<file path="config.mk">
export PLATFORM = sky130hd
export DESIGN_NAME = code_entry_frontend
export DESIGN_NICKNAME = d
export VERILOG_FILES = /design/src/rtl/code_entry_frontend.sv
export SDC_FILE = /design/constraint.sdc
export NUM_CORES = 1
export LEC_CHECK = 0
export ABC_CLOCK_PERIOD_IN_PS = 2100
export BUFFER_PORTS_ARGS = -buffer_cell sky130_fd_sc_hd__buf_2
export CAP_MARGIN = 0
export CORE_UTILIZATION = 35
export DETAILED_ROUTE_END_ITERATION = 12
export PLACE_DENSITY = 0.54
export SLEW_MARGIN = 20
export SYNTH_ARGS = -nofsm -noshare
export SYNTH_HDL_FRONTEND = slang
export SYNTH_SLANG_ARGS = --single-unit
</file>
<file path="constraint.sdc">
create_clock -name clk -period 2.1 [get_ports clk]
set_clock_uncertainty 0.1 [all_clocks]
set_input_delay 0.105 -clock clk [delete_from_list [all_inputs] [get_ports clk]]
set_output_delay 0.105 -clock clk [all_outputs]
set_load 0.01 [all_outputs]
</file>
<file path="src/rtl/code_entry_frontend.sv">
// Combination-lock front end: synchronises, debounces and edge-detects the enter button,
// checks the switch digit against the stored code and tracks the code position.
// Optional build macro LOCKOUT_EN adds wrong-digit lockout.
module code_entry_frontend #(
  parameter int unsigned         DIGIT_W         = 4,
  parameter int unsigned         DEBOUNCE_CYCLES = 50000,
  parameter int unsigned         DB_CNT_W        = 16,
  parameter logic [DIGIT_W-1:0]  CODE0           = DIGIT_W'(3),
  parameter logic [DIGIT_W-1:0]  CODE1           = DIGIT_W'(7),
  parameter logic [DIGIT_W-1:0]  CODE2           = DIGIT_W'(1),
  parameter int unsigned         MAX_FAILS       = 3,
  parameter int unsigned         LOCKOUT_CYCLES  = 1000000
) (
  input  logic               clk,
  input  logic               reset,
  input  logic               btn_enter_raw,
  input  logic [DIGIT_W-1:0] digit_sw,
  output logic               enter,
  output logic               correct_digit,
  output logic [1:0]         digit_index,
  output logic               btn_level,
  output logic               lockout
);

  logic               btn_s1;
  logic               sync_btn;
  logic [DIGIT_W-1:0] dig_s1;
  logic [DIGIT_W-1:0] sync_digit;
  logic [DB_CNT_W-1:0] db_cnt;
  logic               btn_level_d;
  logic               rise_c;
  logic               match_c;
  logic [DIGIT_W-1:0] code_digit_c;

  // Two-flop synchronisers for the asynchronous button and switches
  always_ff @(posedge clk or posedge reset) begin
    if (reset) begin
      btn_s1     <= 1'b0;
      sync_btn   <= 1'b0;
      dig_s1     <= '0;
      sync_digit <= '0;
    end else begin
      btn_s1     <= btn_enter_raw;
      sync_btn   <= btn_s1;
      dig_s1     <= digit_sw;
      sync_digit <= dig_s1;
    end
  end

  // Debounce: level flips only after DEBOUNCE_CYCLES consecutive disagreeing samples
  always_ff @(posedge clk or posedge reset) begin
    if (reset) begin
      db_cnt    <= '0;
      btn_level <= 1'b0;
    end else if (sync_btn == btn_level) begin
      db_cnt <= '0;
    end else if (db_cnt == DB_CNT_W'(DEBOUNCE_CYCLES - 1)) begin
      db_cnt    <= '0;
      btn_level <= ~btn_level;
    end else begin
      db_cnt <= db_cnt + 1'b1;
    end
  end

  always_comb begin
    code_digit_c = '0;
    case (digit_index)
      2'd0:    code_digit_c = CODE0;
      2'd1:    code_digit_c = CODE1;
      2'd2:    code_digit_c = CODE2;
      default: code_digit_c = '0;
    endcase
    rise_c  = btn_level & ~btn_level_d;
    match_c = (digit_index != 2'd3) && (sync_digit == code_digit_c);
  end

  // Pulse and digit verdict are registered together, suppressed during lockout
  always_ff @(posedge clk or posedge reset) begin
    if (reset) begin
      btn_level_d   <= 1'b0;
      enter         <= 1'b0;
      correct_digit <= 1'b0;
    end else begin
      btn_level_d   <= btn_level;
      enter         <= rise_c & ~lockout;
      correct_digit <= rise_c & match_c & ~lockout;
    end
  end

  // Position tracker follows the lock FSM: advance on a correct digit, else restart
  always_ff @(posedge clk or posedge reset) begin
    if (reset) begin
      digit_index <= 2'd0;
    end else if (enter) begin
      if (correct_digit && (digit_index != 2'd3)) digit_index <= digit_index + 2'd1;
      else                                        digit_index <= 2'd0;
    end
  end

`ifdef LOCKOUT_EN
  localparam int unsigned FAIL_W = $clog2(MAX_FAILS + 1);
  localparam int unsigned LOCK_W = $clog2(LOCKOUT_CYCLES + 1);

  logic [FAIL_W-1:0] fail_cnt;
  logic [LOCK_W-1:0] lock_cnt;

  // Consecutive wrong digits arm a fixed-length lockout window
  always_ff @(posedge clk or posedge reset) begin
    if (reset) begin
      fail_cnt <= '0;
      lock_cnt <= '0;
      lockout  <= 1'b0;
    end else if (lockout) begin
      if (lock_cnt == LOCK_W'(LOCKOUT_CYCLES - 1)) begin
        lock_cnt <= '0;
        lockout  <= 1'b0;
      end else begin
        lock_cnt <= lock_cnt + 1'b1;
      end
    end else if (enter) begin
      if (correct_digit || (digit_index == 2'd3)) begin
        fail_cnt <= '0;
      end else if (fail_cnt == FAIL_W'(MAX_FAILS - 1)) begin
        fail_cnt <= '0;
        lockout  <= 1'b1;
      end else begin
        fail_cnt <= fail_cnt + 1'b1;
      end
    end
  end
`else
  assign lockout = 1'b0;

  // Lockout parameters only matter when the feature is built in
  if ((MAX_FAILS == 0) || (LOCKOUT_CYCLES == 0)) begin : g_lockout_cfg_unused
  end
`endif

endmodule

</file>
[Yosys cells after proc, flatten, opt, wreduce, memory -nomap -nowiden]
Index checks and enable logic that the tools add are counted.
Operators by class
  $add $sub $neg: 2
  $mul: 0
  divide/modulo/power cells: 0
  magnitude comparators: 0
  equal/unequal tests: 6
  shift-type cells: 0
  multiplexer cells: 4
  bitwise operators: 5
  reductions and logical operators: 4
Operators with widths (number)
  2-to-1 mux 16 bit: 2
  adder 16 x 1 -> 16 bit (second input constant): 1
  == test 16 bit (second input constant): 1
  one-hot mux 3 bit (3 select lines): 1
  == test 4 bit: 1
  NOT 1 bit: 3
  adder 2 x 1 -> 2 bit (second input constant): 1
  AND 1 bit: 2
  == test 2 x 1 -> 1 bit (second input constant): 1
  == test 2 bit (second input constant): 1
  logical AND 1 bit: 2
  zero test 2 bit: 1
  2-to-1 mux 2 bit: 1
  != test 2 bit (second input constant): 1
  AND reduction 2 bit: 1
  == test 1 bit: 1
Word-level totals
  register bits: 32
  latch bits: 0
  memory bits (writable): 0
  memory bits (read-only): 0
  bits of input ports: 7
  output and inout bits: 6
  logic and storage cells: 31
  memories kept: 0

[Longest topological paths before layout]
Gate-level depths: netlist of run 1.
  word-level depth: 5
  mapped depth: 6
  gate-level depth less buffers: 6

[Worst setup path after synthesis of run 1]
Ideal clock, no wire load.
  path type: register -> register
  start: register db_cnt[10]
  end: register db_cnt[14]
  setup time: 0.119 ns
  arrival time: 1.534 ns
  data required time: 1.881 ns
  path slack: 0.348 ns
  stages on the path, launching flop included: 5
  path buffers: 1
  clock period less this slack: 1.752 ns
  path through: dfrtp_1 or3_1 o41ai_4 buf_6 nor2_1
On the way
  longest elaborated chain between the ends: 3
RTL lines
  start, declared: line 29  | logic [DB_CNT_W-1:0] db_cnt;
  start signal, assigned: line 61  | db_cnt <= db_cnt + 1'b1;
  adder 16 x 1 -> 16 bit / == test 16 bit (equally long branches): line 61, 57
  2-to-1 mux 16 bit *: line 57  | end else if (db_cnt == DB_CNT_W'(DEBOUNCE_CYCLES - 1)) begin
  2-to-1 mux 16 bit *: line 55  | end else if (sync_btn == btn_level) begin
Mark *: on every way between the ends. The rest lies on a longest branch, timed or not.
A chain may end at the register's enable or synchronous reset.

[Final worst setup path of run 1]
  start: register db_cnt[12]
  end: register btn_level
On the way
  longest elaborated chain between the ends: 2
RTL lines
  == test 16 bit: line 57
  AND reduction 2 bit (no line)
  end signal, assigned: line 59  | btn_level <= ~btn_level;
  end, declared: line 21  | output logic btn_level,
Every way passes these cells.

==> results.json, run 1 <==
{
  "start_util": 0.375,
  "vias": 901,
  "coreArea_sq_um": 3770,
  "yosysWarningCount": 0,
  "fill_cells": 350,
  "postCtsResizedCells": 0,
  "slowest_stage": "dfrtp_1",
  "slew_violations": 0,
  "holdWs_ns": 0.249,
  "fin_crit_ns": 1.77,
  "clock_path_buffers": 2,
  "dp_hpwl_mm": 1.59,
  "drtIter0Drc": 28,
  "dieArea_sq_um": 4290,
  "place_ws_ns": 0.289,
  "ant_nets": 0,
  "dp.cells": 182,
  "fin_cells": 196,
  "yosys.area.top_type": "dfrtp_1",
  "gp_congestion": 0.788,
  "cts_root_buf": "clkbuf_8",
  "synth-edff-count": 0,
  "clk_latency_ns": 0.28,
  "hold_path.class": "register to register",
  "firstDrtPassIters": 4,
  "synthCells": 123,
  "worst_ep_arrival_time_ns": 1.85,
  "ios": 13,
  "rsz0062_at_grt": "no",
  "routed_wl_mm": 2.27,
  "die_h_um": 65.5,
  "final_util": 0.442,
  "cts_max_level": 2,
  "portBuffers": 11,
  "area_growth_pct": 18.1,
  "cpPeakStageDelay_ns": 0.42,
  "fp.dieW_um": 65.5,
  "endpoint_kind": "register",
  "syn-cell-area_sq_um": 1410,
  "synthFlopType": "dfrtp_1",
  "cts_buffers": 5,
  "worstPathRequired_ns": 2.17,
  "crit_type": "register to register",
  "synth_cell_types": 26,
  "setup_tns_ns": 0,
  "grt_pass1_vias": 880,
  "leakage_nw": 0.762,
  "syn_area_per_cell_sq_um": 11.5,
  "max-vdd-ir-drop_v": 0.000434,
  "seq_area_frac_synth": 0.567,
  "power_density_nw_per_um2": 686,
  "wl_per_cell_um": 11.6,
  "max_freq_mhz": 564,
  "nets": 160,
  "dpl_cell_area_sq_um": 1520,
  "overflow": 0,
  "cts.sinks": 32,
  "grt_max_degree": 33,
  "status": "finished clean",
  "antenna_found_initial": 0,
  "clk_pin_slew_ns": 0.07,
  "drv_cap": 0,
  "regToRegSetupSlack_ns": 0.33,
  "setup_viol": 0,
  "cp_max_fo": 4,
  "final_design_area_no_fill_sq_um": 1670,
  "async_flop_share": 1.00,
  "path_cells": "nor4b_2 -> nand3b_1 -> nor4_1 -> mux2_2",
  "ys_seq_elements": 32,
  "num_rows": 22,
  "total_power_mw": 1.14,
  "synth_nets": 136,
  "drive_gt1_frac": 0.169,
  "hold_viol": 0,
  "diodes": 0,
  "grt_pass1_wl_mm": 4.07,
  "synth_top_cell_area_share": 0.567,
  "drc_errors": 0,
  "fin_ws_ns": 0.326,
  "track_usage": 0.131,
  "tritoncts": "built",
  "finalCritPeriodShare": 0.845,
  "crit_path_start_kind": "register",
  "via_per_inst": 4.60,
  "synth.area.top_cells": "dfrtp_1 57%, xnor2_1 6.8%, ha_1 5.3%"
}
==> area by class of cell <==
class	instances	area, sq um	share of cell area
Inverter	6	22.5	0.0135
Clock inverter	3	18.8	0.0113
Multi-Input combinational cell	82	559	0.335
Clock buffer	5	68.8	0.0413
Timing Repair Buffer	20	138	0.0825
Tap cell	48	60.1	0.0360
Sequential cell	32	801	0.480
==> kinds of logic after synthesis <==
kind of cell,Yosys count,share of synthesized area
simple gates,52,0.196
flops,32,0.567
xor+xnor,16,0.0992
buf+inv,9,0.0372
fa+ha+maj,6,0.0531
compound gates,6,0.0372
other cells,1,0.00265
mux,1,0.00797
==> worst max-delay path: cells and delay by family, from the launching register on <==
kind / cells / cell delay, ns
muxes: 1 / 0.37
and+or+nand+nor: 3 / 0.77
DFF: 1 / 0.42
==> per-layer routing <==
layer  up-vias  global-route usage  share of wire
li1        464                   -              -
met1       419               0.176           0.51
met2        14               0.184           0.45
met3         4              0.0469          0.032
met4         0              0.0652          0.013
met5         -                   0              0
==> flip-flops by register name, summed over array words and instances, names as in the netlist <==
signal,cells
db_cnt,16
dig_s1,4
sync_digit,4
digit_index,2
btn_level,1
btn_level_d,1
btn_s1,1
correct_digit,1
enter,1
sync_btn,1
==> cell usage after synthesis, drive strengths merged, types with 3 or more instances <==
| cell | n |
|---|---|
| nor2 | 18 |
| buf | 3 |
| xnor2 | 11 |
| nand4 | 5 |
| dfrtp | 32 |
| xor2 | 5 |
| ha | 6 |
| nor3 | 3 |
| nand3 | 8 |
| o21ai | 3 |
| inv | 6 |
| nand2 | 3 |
| nor4 | 5 |
==> final timing paths <==
path / start / cells after the start / end
max in group asynchronous: reset / 4 / db_cnt[5]
min in group asynchronous: reset / 4 / btn_level
worst max-delay path: db_cnt[12] / 4 / btn_level
worst max register to register: db_cnt[12] / 4 / btn_level
worst min-delay path: dig_s1[0] / 0 / sync_digit[0]
worst min register to register: dig_s1[0] / 0 / sync_digit[0]
==> cell usage in the layout (no fill, tap or decap), types with 6 or more instances in the layout <==
cell,synthesis,layout
nor2_1,18,18
dfrtp_1,32,32
dlygate4sd3_1,0,6
ha_1,6,6
nand3_1,8,8
xnor2_1,11,11
inv_1,6,6
buf_2,0,11
==> timing repair <==
| action | CTS | global route |
|---|---|---|
| hold buffers | 6 | 0 |
| buffers inserted | 0 | 0 |
| endpoints found under the hold margin | 37 | 0 |
==> power breakdown <==
group | internal (mW) | switching, mW | total (mW)
Sequential | 0.631 | 0.00968 | 0.640
Clock | 0.230 | 0.224 | 0.454
Combinational | 0.0232 | 0.0258 | 0.0490
Note: power is estimated with default switching activity, not from simulation.
==> run 2, diff against run 1 <==
ABC_CLOCK_PERIOD_IN_PS = 1900   (was 2100)
clock period = 1.9 ns   (was 2.1 ns; I/O delays follow)
==> results.json, run 2 (same netlist as run 1, synthesis figures left out) <==
{
  "cts_root_buf": "clkbuf_8",
  "nets": 162,
  "grt_max_degree": 33,
  "top_register": "db_cnt",
  "final_cell_mix": "31 x dfrtp_1, 18 x nor2_1, 11 x xnor2_1, 11 x buf_2, 8 x nand3_1",
  "leakage_nw": 0.767,
  "critical-path-top-delay-family": "simple AND/OR/NAND/NOR gates",
  "start_util": 0.375,
  "routed_wl_mm": 2.33,
  "via_per_inst": 4.72,
  "fin_crit_ns": 1.74,
  "clk_pin_slew_ns": 0.06,
  "path_buf_inv": 0,
  "slowest_stage": "dfrtp_1",
  "hold_viol": 0,
  "cts_max_level": 2,
  "startpoint": "db_cnt[12]",
  "max-vdd-ir-drop_v": 0.000561,
  "top_regs": "db_cnt x16, dig_s1 x4, sync_digit x4",
  "tritoncts": "built",
  "crit_type": "register to register",
  "path_cells": "nor4b_2 -> nand3b_1 -> nor4_1 -> mux2_2",
  "clk_latency_ns": 0.28,
  "critical_path_depth": 4,
  "endpoint_kind": "register",
  "cts.sinks": 32,
  "reg2reg_depth": 4,
  "ant_nets": 0,
  "final_util": 0.448,
  "setup_tns_ns": 0,
  "drv_cap": 0,
  "antenna_found_initial": 0,
  "grt_pass1_wl_mm": 4.24,
  "crit_end": "btn_level",
  "dr_wl_met2_mm": 1.07,
  "vias": 935,
  "dr_wl_met3_um": 105,
  "ios": 13,
  "slew_violations": 0,
  "dp.cells": 184,
  "place_ws_ns": 0.142,
  "layout_commonest_cell": "dfrtp_1",
  "dieArea_sq_um": 4290,
  "finalCritPeriodShare": 0.918,
  "worst_ep_arrival_time_ns": 1.81,
  "diodes": 0,
  "hold_path.class": "register to register",
  "max_freq_mhz": 573,
  "setup_viol": 0,
  "holdWs_ns": 0.250,
  "dpl_cell_area_sq_um": 1540,
  "fp.dieW_um": 65.5,
  "crit_path_start_kind": "register",
  "r2r_end": "btn_level",
  "cp_max_fo": 4,
  "portBuffers": 11,
  "clock_path_buffers": 2,
  "dp_hpwl_mm": 1.71,
  "worstPathRequired_ns": 1.97,
  "status": "finished clean",
  "track_usage": 0.137,
  "drive_gt1_frac": 0.180,
  "rsz0062_at_grt": "no",
  "area_growth_pct": 19.7,
  "met1_length_mm": 1.11,
  "firstDrtPassIters": 4,
  "dr.max_layer_used": "met4",
  "coreArea_sq_um": 3770,
  "largest_reg_flops": 16,
  "cpPeakStageDelay_ns": 0.42,
  "wl_per_cell_um": 11.8,
  "regToRegSetupSlack_ns": 0.16,
  "fin_ws_ns": 0.156,
  "cts_buffers": 5,
  "total_power_mw": 1.29,
  "overflow": 0,
  "fin_cells": 198,
  "gp_congestion": 0.781,
  "drtIter0Drc": 33,
  "drc_errors": 0,
  "grt_pass1_vias": 945,
  "die_h_um": 65.5,
  "num_rows": 22,
  "power_density_nw_per_um2": 764,
  "reg2reg_from": "db_cnt[12]",
  "final_design_area_no_fill_sq_um": 1690
}
-- run 2: cell types whose count changed in the layout (fill, tap and decap cells not counted), sizes merged --
cell	previous run	this run
buf	14	16
clkbuf	5	7
clkinv	3	0
clkinvlp	0	1
-- run 2: layer usage --
| layer | GRT usage | up-vias |
|---|---|---|
| li1 | - | 465 |
| met4 | 0.0652 | 0 |
| met1 | 0.166 | 447 |
| met3 | 0.0469 | 4 |
| met5 | 0 | - |
| met2 | 0.215 | 19 |
-- run 2: layout make-up --
type | count | area, sq um
Fill cell | 358 | 2080
Sequential cell | 32 | 802
Multi-Input combinational cell | 82 | 559
Timing Repair Buffer | 22 | 153
Clock buffer | 7 | 86.3
Tap cell | 48 | 60.1
Inverter | 6 | 22.5
Clock inverter | 1 | 7.51
-- run 2: how the worst min path moves through the flow --
stage	start	to	cells past startpoint	slack, ns
3_3_place_gp	reset	dig_s1[2]	3	0.09
5_1_grt	btn_s1	sync_btn	0	0.26
2_1_floorplan	btn_enter_raw	btn_s1	0	0.03
3_5_place_dp	reset	dig_s1[2]	3	0.1
6_report	btn_s1	sync_btn	0	0.25
4_1_cts	btn_s1	sync_btn	0	0.26
-- run 2: what timing repair did --
item / 4_1_cts / 5_1_grt
endpoints found under the setup margin: 0 / 1
buffers inserted: 0 / 0
resized for setup: 0 / 1
hold buffers: 6 / 0
hold endpoints to repair: 37 / 0
-- run 2: report_power, final --
| part | switching, mW | total [mW] | internal [mW] | leakage, nW |
|---|---|---|---|---|
| logic | 0.0289 | 0.0545 | 0.0256 | 0.303 |
| clock network | 0.236 | 0.530 | 0.294 | 0.0445 |
| registers | 0.0103 | 0.708 | 0.697 | 0.420 |
| total | 0.275 | 1.29 | 1.02 | 0.767 |
